[config.mk]
export PLATFORM = sky130hd
export DESIGN_NAME = lfsr_checker_32bits
export DESIGN_NICKNAME = d
export VERILOG_FILES = /design/src/rtl/lfsr_checker_32bits.sv
export SDC_FILE = /design/constraint.sdc
export NUM_CORES = 1
export LEC_CHECK = 0
export ABC_CLOCK_PERIOD_IN_PS = 2300
export CORE_AREA = 2 2 85 95
export CTS_CLUSTER_SIZE = 20
export DETAILED_ROUTE_END_ITERATION = 10
export DIE_AREA = 0 0 87 97
export PLACE_DENSITY_LB_ADDON = 0.25
export SYNTH_ARGS = -nofsm -noshare
export SYNTH_HDL_FRONTEND = slang
export SYNTH_SLANG_ARGS = --single-unit
[constraint.sdc]
create_clock -name clk -period 2.3 [get_ports clk]
set_input_delay 0.46 -clock clk [delete_from_list [all_inputs] [get_ports clk]]
set_output_delay 0.46 -clock clk [all_outputs]
set_load 0.02 [all_outputs]
[src/rtl/lfsr_checker_32bits.sv]
// ---------------------------------------------------------------------------
// lfsr_checker_32bits
//
// Receive-side checker for a 32-bit LFSR pattern generator using
// x^32+x^30+x^11+x^5+1 in shift-right form. It seeds from the incoming
// stream, declares lock after LOCK_MATCHES consecutive correct predictions,
// then flywheels its own prediction and counts mismatched words. After
// LOSS_MISMATCHES consecutive mismatches it drops back to hunting.
//
// Handshake: a word is consumed on a rising clk edge where in_valid=1;
// there is no back-pressure. With in_valid=0 all state holds and
// err_pulse is 0 (clr_err still acts).
//
// Ports
//   clk         in   clock, rising edge
//   rst         in   asynchronous active-high reset
//   in_valid    in   qualifies in_data this cycle
//   in_data     in   [31:0] received word
//   clr_err     in   synchronous clear of err_count
//   locked      out  high while in LOCKED
//   err_pulse   out  one-cycle pulse per mismatched word counted in LOCKED
//   err_count   out  [15:0] saturating error count
//   expected    out  [31:0] prediction of the next valid word
//   o_dbg_state out  FSM state (0 = HUNT, 1 = LOCKED)
// ---------------------------------------------------------------------------
module lfsr_checker_32bits #(
  parameter int LOCK_MATCHES    = 4,
  parameter int LOSS_MISMATCHES = 3
) (
  input  logic        clk,
  input  logic        rst,
  input  logic        in_valid,
  input  logic [31:0] in_data,
  input  logic        clr_err,
  output logic        locked,
  output logic        err_pulse,
  output logic [15:0] err_count,
  output logic [31:0] expected,
  output logic        o_dbg_state
);

  typedef enum logic {S_HUNT = 1'b0, S_LOCKED = 1'b1} state_t;

  localparam logic [3:0] LOCK_C = 4'(LOCK_MATCHES);
  localparam logic [3:0] LOSS_C = 4'(LOSS_MISMATCHES);

  function automatic logic [31:0] lfsr_next(input logic [31:0] w);
    return {w[0] ^ w[2] ^ w[21] ^ w[27], w[31:1]};
  endfunction

  state_t      r_state;
  logic        r_seeded;
  logic [3:0]  r_match_cnt;
  logic [3:0]  r_miss_cnt;
  logic [31:0] r_expected;
  logic        r_err_pulse;
  logic [15:0] r_err_count;

  state_t      w_state_nxt;
  logic        w_seeded_nxt;
  logic [3:0]  w_match_nxt;
  logic [3:0]  w_miss_nxt;
  logic [31:0] w_expected_nxt;
  logic        w_err;
  logic [15:0] w_count_nxt;

  logic        w_hit;
  logic        w_zero;
  logic [3:0]  w_match_inc;
  logic [3:0]  w_miss_inc;

  assign w_hit       = (in_data == r_expected);
  assign w_zero      = (in_data == 32'h0);
  assign w_match_inc = r_match_cnt + 4'd1;
  assign w_miss_inc  = r_miss_cnt + 4'd1;

  // State register plus datapath registers
  always_ff @(posedge clk or posedge rst) begin
    if (rst) begin
      r_state     <= S_HUNT;
      r_seeded    <= 1'b0;
      r_match_cnt <= 4'd0;
      r_miss_cnt  <= 4'd0;
      r_expected  <= 32'h0;
      r_err_pulse <= 1'b0;
      r_err_count <= 16'h0;
    end else begin
      r_state     <= w_state_nxt;
      r_seeded    <= w_seeded_nxt;
      r_match_cnt <= w_match_nxt;
      r_miss_cnt  <= w_miss_nxt;
      r_expected  <= w_expected_nxt;
      r_err_pulse <= w_err;
      r_err_count <= w_count_nxt;
    end
  end

  // Next-state logic
  always_comb begin
    w_state_nxt = r_state;
    if (in_valid) begin
      case (r_state)
        S_HUNT: begin
          if (!w_zero && r_seeded && w_hit && (w_match_inc == LOCK_C))
            w_state_nxt = S_LOCKED;
        end
        S_LOCKED: begin
          if (!w_hit && (w_miss_inc == LOSS_C))
            w_state_nxt = S_HUNT;
        end
        default: w_state_nxt = S_HUNT;
      endcase
    end
  end

  // Datapath / output next values
  always_comb begin
    w_seeded_nxt   = r_seeded;
    w_match_nxt    = r_match_cnt;
    w_miss_nxt     = r_miss_cnt;
    w_expected_nxt = r_expected;
    w_err          = 1'b0;
    if (in_valid) begin
      case (r_state)
        S_HUNT: begin
          if (w_zero) begin
            // Zero is the lockup word: it can never be a valid seed.
            w_seeded_nxt = 1'b0;
            w_match_nxt  = 4'd0;
          end else if (!r_seeded || !w_hit) begin
            w_expected_nxt = lfsr_next(in_data);
            w_seeded_nxt   = 1'b1;
            w_match_nxt    = 4'd0;
          end else begin
            w_expected_nxt = lfsr_next(in_data);
            if (w_match_inc == LOCK_C) begin
              w_match_nxt = 4'd0;
              w_miss_nxt  = 4'd0;
            end else begin
              w_match_nxt = w_match_inc;
            end
          end
        end
        S_LOCKED: begin
          // Flywheel: once locked the prediction never reseeds from data.
          w_expected_nxt = lfsr_next(r_expected);
          if (w_hit) begin
            w_miss_nxt = 4'd0;
          end else begin
            w_err = 1'b1;
            if (w_miss_inc == LOSS_C) begin
              w_seeded_nxt = 1'b0;
              w_miss_nxt   = 4'd0;
              w_match_nxt  = 4'd0;
            end else begin
              w_miss_nxt = w_miss_inc;
            end
          end
        end
        default: ;
      endcase
    end

    w_count_nxt = r_err_count;
    if (w_err && (r_err_count != 16'hFFFF))
      w_count_nxt = r_err_count + 16'd1;
    // A clear coincident with a counted error keeps that error.
    if (clr_err)
      w_count_nxt = w_err ? 16'd1 : 16'd0;
  end

  assign locked      = (r_state == S_LOCKED);
  assign err_pulse   = r_err_pulse;
  assign err_count   = r_err_count;
  assign expected    = r_expected;
  assign o_dbg_state = r_state;

endmodule

# Yosys cells after proc, flatten, opt, wreduce, memory -nomap -nowiden
# Cells that the tools add are included.
[totals] mem_bits_ro=0 out_inout_bits=51 mem_count=0 mem_bits_rw=0 latch_bits=0 ff_bits=59 elab_cells=70 input_bits=36
[classes] div_mod_pow=0 n_eq_ne=10 n_addsub=3 order_cmp=0 n_mux=28 bitwise=7 mul=0 reduce_logical=15 n_shift=0
[ops] cell="$pmux W32 S2" count=1
[ops] cell="$mux W4" count=10
[ops] cell="$eq A32 B32 Y1" count=1
[ops] cell="$logic_not A32 Y1" count=1
[ops] cell="$mux W16" count=2
[ops] cell="$mux W32" count=1
[ops] cell="$add A16 B1 Y16 const B" count=1
[ops] cell="$ne A16 B16 Y1 const B" count=1
[ops] cell="$pmux W4 S2" count=2
[ops] cell="$mux W1" count=10
[ops] cell="$add A4 B1 Y4 const B" count=2
[ops] cell="$ne A2 B2 Y1 const B" count=4
[ops] cell="$reduce_and A4 Y1" count=2
[ops] cell="$xor A1 B1 Y1" count=6
[ops] cell="$logic_and A1 B1 Y1" count=5
[ops] cell="$eq A4 B2 Y1 const B" count=1
[ops] cell="$eq A4 B3 Y1 const B" count=1
[ops] cell="$pmux W1 S2" count=2
[ops] cell="$logic_not A1 Y1" count=3
[ops] cell="$ne A3 B3 Y1 const B" count=1
[ops] cell="$reduce_and A3 Y1" count=1
[ops] cell="$ne A2 B1 Y1 const B" count=1
[ops] cell="$reduce_and A2 Y1" count=1
[ops] cell="$reduce_bool A2 Y1" count=1
[ops] cell="other kinds (2)" count=2

# Logic depth before layout (Yosys ltp)
[depth] depth_word=7 mapped_depth=8

# Least setup slack after synthesis
# Ideal clock, no wire load.
[synth_timing] kind="register to register" from="reg r_err_count[0], in the netlist err_count[0]" to="reg r_err_count[13], in the netlist err_count[13]" path_stages_with_launch=9 path_buffers=1 path_slack_ns=0.154 required_time_ns=2.222 arrival_ns=2.068 setup_ns=0.078 cell_sequence="dfrtp_1 -> ha_1 -> and3_4 -> nand2_2 -> nor4_1 -> or3_1 -> buf_2 -> or4_1 -> a21oi_1"
[synth_between] elab_chain_len=3 word_cells_on_any_way=6 cone_classes="add/sub: 1; eq/ne: 1; mux: 2; reduce/logical: 2"
[synth_lines] element="start: declaration" line_no="57" text="logic [15:0] r_err_count;"
[synth_lines] element="start signal: assignment" line_no="94" text="r_err_count <= w_count_nxt;"
[synth_lines] element="$add A16 B1 Y16 or $ne A16 B16 Y1 (tied branches)" line_no="166, 165"
[synth_lines] element="$mux W16 or $logic_and A1 B1 Y1 (tied branches)" line_no="165" text="if (w_err && (r_err_count != 16'hFFFF))"
[synth_lines] element="$mux W16 or $reduce_bool A2 Y1 (tied branches)"
# Several ways; a longest one is shown, not always the timed one. The select of a mux whose other input is x is not followed.
# A chain may end at the register's enable or synchronous reset.

# Worst setup path in the final report
[layout_timing] from="in in_data[26]" to="reg r_match_cnt[1]"
[layout_between] elab_chain_len=6 word_cells_on_any_way=9 cone_classes="eq/ne: 2; mux: 3; reduce/logical: 4"
[layout_lines] element="start: declaration" line_no="33" text="input logic [31:0] in_data,"
[layout_lines] element="$eq A32 B32 Y1" line_no="72" text="assign w_hit = (in_data == r_expected);"
[layout_lines] element="$logic_not A1 Y1" line_no="130" text="end else if (!r_seeded || !w_hit) begin"
[layout_lines] element="$logic_or A1 B1 Y1" line_no="130"
[layout_lines] element="$mux W4" line_no="130"
[layout_lines] element="$mux W4" line_no="126" text="if (w_zero) begin"
[layout_lines] element="$pmux W4 S2" line_no="124" text="case (r_state)"
[layout_lines] element="end signal: assignment" line_no="90" text="r_match_cnt <= w_match_nxt;"
[layout_lines] element="end: declaration" line_no="53" text="logic [3:0] r_match_cnt;"
# Several ways; a longest one is shown, not always the timed one.

==> qor.csv <==
metric;value;unit
Vias/cell;5.89;
initial antenna violation count;0;
Die X-Extent;87;µm
fin worst setup slack;-54.9;ps
number of flops mapped to enable cells by yosys;0;
Synth Net Count;422;
I/O pin total;87;
per-cell routed wire length;18.9;µm
number of port buffers;86;
Clk Latency, worst-skew pair;350;ps
worst r2r src;expected[3]$_DFFE_PP0P_;
Final Power;5.81;mW
share of cells above drive strength 1;0.209;
initial drt markers;227;
first-pass GRT wire length;17100;µm
GPL Wtd Cong;1.01;
Clock Path Buffers;2;
P_leak;2.48;nW
Worst Setup SP;in_data[26];
setup TNS;-118;ps
worst path required time;2540;ps
fmax;425;MHz
fin. max-slew vios;0;
Hold WC Path Type;in2async;
H-tree depth;3;
Die Ht;97;µm
CTS Root Cell;clkbuf_8;
area of the core;0.00739;mm²
sequential element share of the synthesized area;0.407;
CTS tree;done;
router iterations before antenna repair;4;
data arrival time of the worst path;2590;ps
R2R cell count;7;
R2R Setup Slk;0;ps
n_diodes;0;
Layout Nets;557;
RR Endpoint;r_match_cnt[1]$_DFFE_PP0P_;
Slew headroom;0.592;
Hold Violations, Final;0;
largest net degree at the start of global routing;41;
Syn Area/Cell;9.53;µm²
Post-DRT Antenna Nets;0;
dpl hpwl;7820;µm
Crit Path Category;in2reg;
failing checks;negative setup slack;
status;finished, violations left;
DRC;0;
floorplan row count;33;
nature of the critical path startpoint;primary input;
post-synth cell types;57;
RSZ-0062 raised after global routing;true;
Main synth FF type;dfrtp_1;
Inserted Clock Buffers;9;
DR vias;3584;
worst slew pin tran;612;ps
pre-CTS WS;-456;ps
Async SR Flop Fraction;1.00;
Hold Slack;492;ps
hold bufs inserted after CTS;0;
clock tree sinks;59;
Clock transition at path regs;70;ps
commonest non-fill, non-tap cell in the layout;clkdlybuf4s50_1;
die area;0.00844;mm²
Routed WL;11500;µm
commonest cells after routing, fill and taps aside;clkdlybuf4s50_1, dfrtp_1, nand2_1, buf_4, o21ai_0;
final worst-path cycle share;1.02;
Starting Density;0.491;
Syn Inst Count;381;
Synth Register Bits;59;
final setup vio count;4;
min Tclk post-route;2350;ps
max-cap check violation count;0;
Syn Std Cell Area;0.00363;mm²
CP Capture Point;r_match_cnt[1]$_DFFE_PP0P_;
vias in the first global route;3542;
Crit. End Element;flop;
Total Routing Usage GR;0.257;
total gr overflow;0;
IR drop worst, VDD;0.000628;V
Power Density;1060;mW/mm²
Yosys warning count;0;
skew final;11.6;ps
CP Max Fanout;3;
Layout Area Growth over Synthesis;50.9;%
cell usage after synthesis (5+ instances only):
| cell type | instances | area [µm²] |
|---|---|---|
| or4_1 | 8 | 60.1 |
| ha_1 | 5 | 62.6 |
| xnor2_1 | 37 | 324 |
| nand2_1 | 44 | 165 |
| nor4_1 | 10 | 62.6 |
| a21oi_1 | 16 | 80.1 |
| o31ai_1 | 9 | 67.6 |
| nand3_1 | 12 | 60.1 |
| mux2i_1 | 31 | 310 |
| dfrtp_1 | 59 | 1480 |
| o21ai_0 | 36 | 180 |
| clkbuf_1 | 8 | 30.0 |
| inv_1 | 11 | 41.3 |
| nand4_1 | 16 | 100 |
| nor2_1 | 14 | 52.6 |
| buf_2 | 5 | 25.0 |
metrics by stage:
step	util	cells	area (µm²)
after floorplan	-	381	3630
after global placement	0.666	586	4920
after detailed placement	0.666	586	4920
after CTS	0.705	602	5210
after global routing	0.741	608	5480
final	0.741	608	5480
power by group:
group / switching (mW) / internal [mW]
registers: 0.439 / 1.38
logic: 1.43 / 1.38
clock network: 0.436 / 0.753
total: 2.31 / 3.50
worst max-delay path: stages:
cell and delay, ps:
clkdlybuf4s50_1 480, xnor2_1 310, nand4_1 210, nor4_4 340, nand2_2 150, buf_4 170
a31oi_4 170, mux2_4 320
worst min-delay path by stage:
stage / start / endpoint / cells past startpoint
3_3_place_gp: r_match_cnt[3]$_DFFE_PP0P_ / r_match_cnt[3]$_DFFE_PP0P_ / 1
3_5_place_dp: r_seeded$_DFFE_PP0P_ / r_seeded$_DFFE_PP0P_ / 1
4_1_cts: rst / err_count[1]$_DFFE_PP0P_ / 2
6_report: rst / err_count[13]$_DFFE_PP0P_ / 2
2_1_floorplan: r_seeded$_DFFE_PP0P_ / r_seeded$_DFFE_PP0P_ / 1
5_1_grt: rst / err_count[1]$_DFFE_PP0P_ / 2
per-layer routing:
| layer | vias to the layer above | routed length, µm | GRT usage |
|---|---|---|---|
| met2 | 143 | 5860 | 0.431 |
| met4 | 0 | 420 | 0.114 |
| met3 | 28 | 644 | 0.0358 |
| li1 | 1669 | - | - |
| met5 | - | 0 | 0 |
| met1 | 1744 | 4570 | 0.324 |
area by class of cell:
type                       count  area, µm²
timing repair buffer         142       1420
fill                         502       1910
inverter                      12       45.0
clock inverter                 4       98.8
multi-input combinational    292       2180
sequential                    59       1480
tap                           87        109
clock buffer                  12        145
kinds of logic after synthesis:
kind of cell	share of synthesized area
compound gates	0.145
mux	0.0979
simple gates	0.199
xor+xnor	0.0941
fa+ha+maj	0.0172
buf+inv	0.0400
flops	0.407
state kept, by name (all words and copies together), names as in the netlist:
name / count
err_count: 16
locked: 1
err_pulse: 1
r_seeded: 1
r_miss_cnt: 4
r_match_cnt: 4
expected: 32
what timing repair did:
action | CTS | global route
setup endpoints to repair | 9 | 51
gates cloned | 0 | 4
buffers inserted | 0 | 2
pin swaps | 5 | 12
resized for setup | 10 | 37
No activity file was read; power rests on OpenSTA's default activity.
